[src/rtl/product_accumulator.sv]
// Batch accumulator for the 2-bit multiplier's 4-bit product: sums N_PROD products and presents
// the result with an overflow flag over valid/ready. Define PRODACC_SATURATE_EN to saturate on overflow.
module product_accumulator #(
    parameter int ACC_W  = 8,
    parameter int N_PROD = 4
) (
    input  logic             clk,
    input  logic             rst_n,
    input  logic [3:0]       prod,
    input  logic             in_valid,
    output logic             in_ready,
    input  logic             clr,
    output logic [ACC_W-1:0] acc_out,
    output logic             ovf,
    output logic             out_valid,
    input  logic             out_ready
);

    localparam int CNT_W = (N_PROD > 1) ? $clog2(N_PROD) : 1;
    localparam logic [CNT_W-1:0] LAST = CNT_W'(N_PROD - 1);

    typedef enum logic {S_ACC, S_DONE} state_t;

    state_t           state;
    logic [ACC_W-1:0] acc;
    logic [CNT_W-1:0] cnt;
    logic             sticky;

    logic [ACC_W:0]   sum;
    logic             ovf_next;
    logic [ACC_W-1:0] acc_next;
    logic             accept;

    assign in_ready = (state == S_ACC) & ~clr;
    assign accept   = in_valid & in_ready;

    always_comb begin
        sum      = {1'b0, acc} + {{(ACC_W-3){1'b0}}, prod};
        ovf_next = sticky | sum[ACC_W];
`ifdef PRODACC_SATURATE_EN
        // Once overflowed, acc is pinned at all-ones for the remainder of the batch.
        acc_next = ovf_next ? {ACC_W{1'b1}} : sum[ACC_W-1:0];
`else
        acc_next = sum[ACC_W-1:0];
`endif
    end

    always_ff @(posedge clk or negedge rst_n) begin
        if (!rst_n) begin
            state     <= S_ACC;
            acc       <= '0;
            cnt       <= '0;
            sticky    <= 1'b0;
            acc_out   <= '0;
            ovf       <= 1'b0;
            out_valid <= 1'b0;
        end else if (clr) begin
            state     <= S_ACC;
            acc       <= '0;
            cnt       <= '0;
            sticky    <= 1'b0;
            out_valid <= 1'b0;
        end else begin
            case (state)
                S_ACC: begin
                    if (accept) begin
                        if (cnt == LAST) begin
                            acc_out   <= acc_next;
                            ovf       <= ovf_next;
                            out_valid <= 1'b1;
                            state     <= S_DONE;
                            acc       <= '0;
                            cnt       <= '0;
                            sticky    <= 1'b0;
                        end else begin
                            acc    <= acc_next;
                            sticky <= ovf_next;
                            cnt    <= cnt + CNT_W'(1);
                        end
                    end
                end
                S_DONE: begin
                    if (out_ready) begin
                        out_valid <= 1'b0;
                        state     <= S_ACC;
                    end
                end
                default: state <= S_ACC;
            endcase
        end
    end

endmodule

[config.mk]
export PLATFORM = sky130hd
export DESIGN_NAME = product_accumulator
export DESIGN_NICKNAME = d
export VERILOG_FILES = /design/src/rtl/product_accumulator.sv
export SDC_FILE = /design/constraint.sdc
export NUM_CORES = 1
export LEC_CHECK = 0
export ABC_CLOCK_PERIOD_IN_PS = 1500
export CORE_AREA = 2 2 55 57
export CTS_CLUSTER_SIZE = 25
export DETAILED_ROUTE_END_ITERATION = 10
export DIE_AREA = 0 0 57 59
export GPL_TIMING_DRIVEN = 0
export MAX_ROUTING_LAYER = met4
export PLACE_DENSITY = 0.69
export RECOVER_POWER = 25
export SLEW_MARGIN = 20
export SYNTH_ARGS = -nofsm -noshare
export SYNTH_HDL_FRONTEND = slang
export SYNTH_SLANG_ARGS = --single-unit
export TNS_END_PERCENT = 20
[constraint.sdc]
create_clock -name clk -period 1.5 [get_ports clk]
set_input_delay 0.375 -clock clk [delete_from_list [all_inputs] [get_ports clk]]
set_output_delay 0.375 -clock clk [all_outputs]
set_load 0.01 [all_outputs]
==> impl_metrics.yaml <==
placed_design:
  place_worst_setup_slack_ps: -706
  io_buffers: 18
  place.gp.congestion: 0.784
  post-place-cells: 164
  placed_cell_area_sq_mm: 0.00140
  dp_hpwl_um: 1710
global_route:
  antenna_found_initial: 0
  grtUsageTotal: 0.181
  overflow: 0
  grt_max_degree: 23
  grt_pass1_vias: 1015
  grt_first_pass_wirelength_um: 4600
drt:
  via_per_inst: 5.46
  final_antenna_net_count: 0
  drc_errors: 0
  drtIter0Drc: 13
  via_count: 983
  wire_per_inst_um: 14.9
  drtPass1Iterations: 4
  finalWirelength_um: 2690
layout:
  utilization: 0.596
  final_nets: 165
  diodes: 0
  final_layout_size_suffix_gt1_frac: 0.302
  layout-area-overhead-vs-synth_pct: 38.2
  final_area_sq_mm: 0.00162
  final_cell_count_no_fill: 180
synth:
  ys_seq_area_frac: 0.471
  synth_edf_count: 0
  syn-cell-area_sq_mm: 0.00117
  ys_ff_latch: 22
  synthesis.nets: 130
  syn_inst: 115
  ys.flop_type: "dfrtp_1"
  synth_cell_types: 37
  ys_warn_count: 0
  syn_avg_cell_area_sq_um: 10.2
  synthArstFlopShare: 1.00
worst_setup_path:
  crit_path_start_kind: "register"
  critPathCapture: "acc_out[6]"
  critPathMaxStageDelay_ps: 430
  timing.critical_path.from: "acc[0]"
  worst_r2r_endpoint: "acc_out[6]"
  slowest_stage: "dfrtp_1"
  critical_path.cell_chain: "ha_4, fa_2, a21o_1, o21ai_2, xor2_1, o21ai_1"
  worstSetupPathType: "reg2reg"
  crit_path_max_fanout: 3
  r2r_setup_slack_ps: -170
  end_kind: "register"
  r2r_start: "acc[0]"
  crit_required_ps: 1710
  r2r_cells: 6
  crit_arrival_ps: 1880
timing:
  slew_headroom: 0.198
  setup_violations: 16
  rsz0062_at_grt: "yes"
  tightest_slew_ps: 1200
  setup_slack_ps: -173
  fin_worst_hold_slack_ps: 236
  hold_viol_final: 0
  maxSlewViolCount: 0
  clock.fmax_mhz: 598
  fin_worst_skew_ps: 7.87
  period_needed_ps: 1670
  post-route-period-util: 1.12
clocking:
  cts_buffers: 3
  ctsHoldBuffers: 0
  cts_tree: "built"
  clk_path_buf_depth: 2
  cts.clk_slew.worst_paths_ps: 130
  cts-root-buf: "clkbuf_4"
  htree_levels: 1
  clock_latency_ps: 310
  clock_sinks: 22
job:
  max_cap_violations: 0
status:
  violations: "negative setup slack"
  status: "complete, but fails checks"
floorplan:
  die_area_sq_mm: 0.00336
  num_rows: 19
  core_sq_mm: 0.00271
  io_pins: 20
  initial_core_util: 0.431
  chipHeight_um: 59
  die_width_um: 57
power:
  peakVddDrop_v: 0.000739
  leakagePower_nw: 0.787
  powerDensity_mw_per_mm2: 959
min_path:
  hold_path.class: "in2reg"
timing repair:
action / in CTS / in global routing
resized for setup: 27 / 10
setup endpoints to repair: 28 / 20
setup buffers: 7 / 5
pin swaps: 13 / 5
per-layer routing:
metal	vias up	GRT usage	share of wire	routed length, um
li1	479	-	-	-
met1	476	0.215	0.43	1160
met2	23	0.309	0.50	1350
met3	5	0.0262	0.052	140
met4	0	0.0797	0.013	35
met5	-	-	0	0
registers in the layout, indices dropped and copies added (netlist names):
signal,cells
acc_out,8
acc,8
state,1
ovf,1
cnt,2
out_valid,1
sticky,1
worst min-delay path by stage:
stage                     startpoint         end  cells past startpoint  slack, ps
after global routing             clr      cnt[0]                      2        240
after global placement    acc_out[2]  acc_out[2]                      2        460
after CTS                        clr      cnt[0]                      2        230
after detailed placement  acc_out[0]  acc_out[0]                      2        470
after floorplan                rst_n      acc[0]                      0         80
final                            clr      cnt[0]                      2        240
power by group:
part	internal (W)	switching (W)	leakage [nW]
Combinational	0.000252	0.000249	0.468
Sequential	0.000666	0.0000425	0.298
Clock	0.000148	0.000190	0.0210
Yosys cell counts, drive strengths merged, types with 2 or more instances:
cell / count / area (sq um)
o21ai: 11 / 55.1
buf: 5 / 33.8
dfrtp: 22 / 551
a21oi: 5 / 25.0
nand2: 21 / 86.3
o31ai: 2 / 15.0
a21o: 3 / 22.5
xor2: 2 / 17.5
a22o: 3 / 26.3
nor2: 11 / 43.8
ha: 5 / 62.6
nand3b: 2 / 15.0
a211oi: 3 / 22.5
xnor2: 2 / 17.5
cell usage in the layout, fill, tap and decap left out, types with 4 or more instances in the layout:
| cell | netlist | layout |
|---|---|---|
| buf_4 | 1 | 11 |
| clkbuf_4 | 0 | 4 |
| dfrtp_1 | 22 | 21 |
| dlygate4sd2_1 | 0 | 14 |
| ha_4 | 0 | 4 |
| nand2_1 | 20 | 19 |
| nor2_1 | 10 | 9 |
| o21ai_1 | 10 | 9 |
layout make-up:
cell class | count | area, sq um
plain buffers | 6 | 41.3
clock buffers | 4 | 36.3
fillers | 242 | 1090
multi-input cells | 87 | 693
flip-flops and latches | 22 | 552
well taps | 31 | 38.8
repair buffers | 30 | 254
worst max-delay path, delay by kind of cell (launching register included):
kind / cells / cell delay [ps]
adders and majority gates: 2 / 510
AOI/OAI and AO/OA: 3 / 410
xor gates and xnor gates: 1 / 220
DFF: 1 / 430
metrics by stage:
step                total power (W)  setup TNS, ps
finish                      0.00155          -1540
detailed placement          0.00114         -13180
floorplan                  0.000962           -849
global route                0.00164          -2670
global placement            0.00112         -11610
CTS                         0.00150          -1570
logic make-up (layout without fill, tap and decap cells):
group           after synthesis  in the layout  synth area share
xor+xnor                      4              4            0.0300
simple gates                 43             43             0.191
flops                        22             22             0.471
compound gates               32             32             0.187
mux                           2              2            0.0182
fa+ha+maj                     6              6            0.0707
buf+inv                       6             40            0.0321
Note: power is estimated with default switching activity, not from simulation.
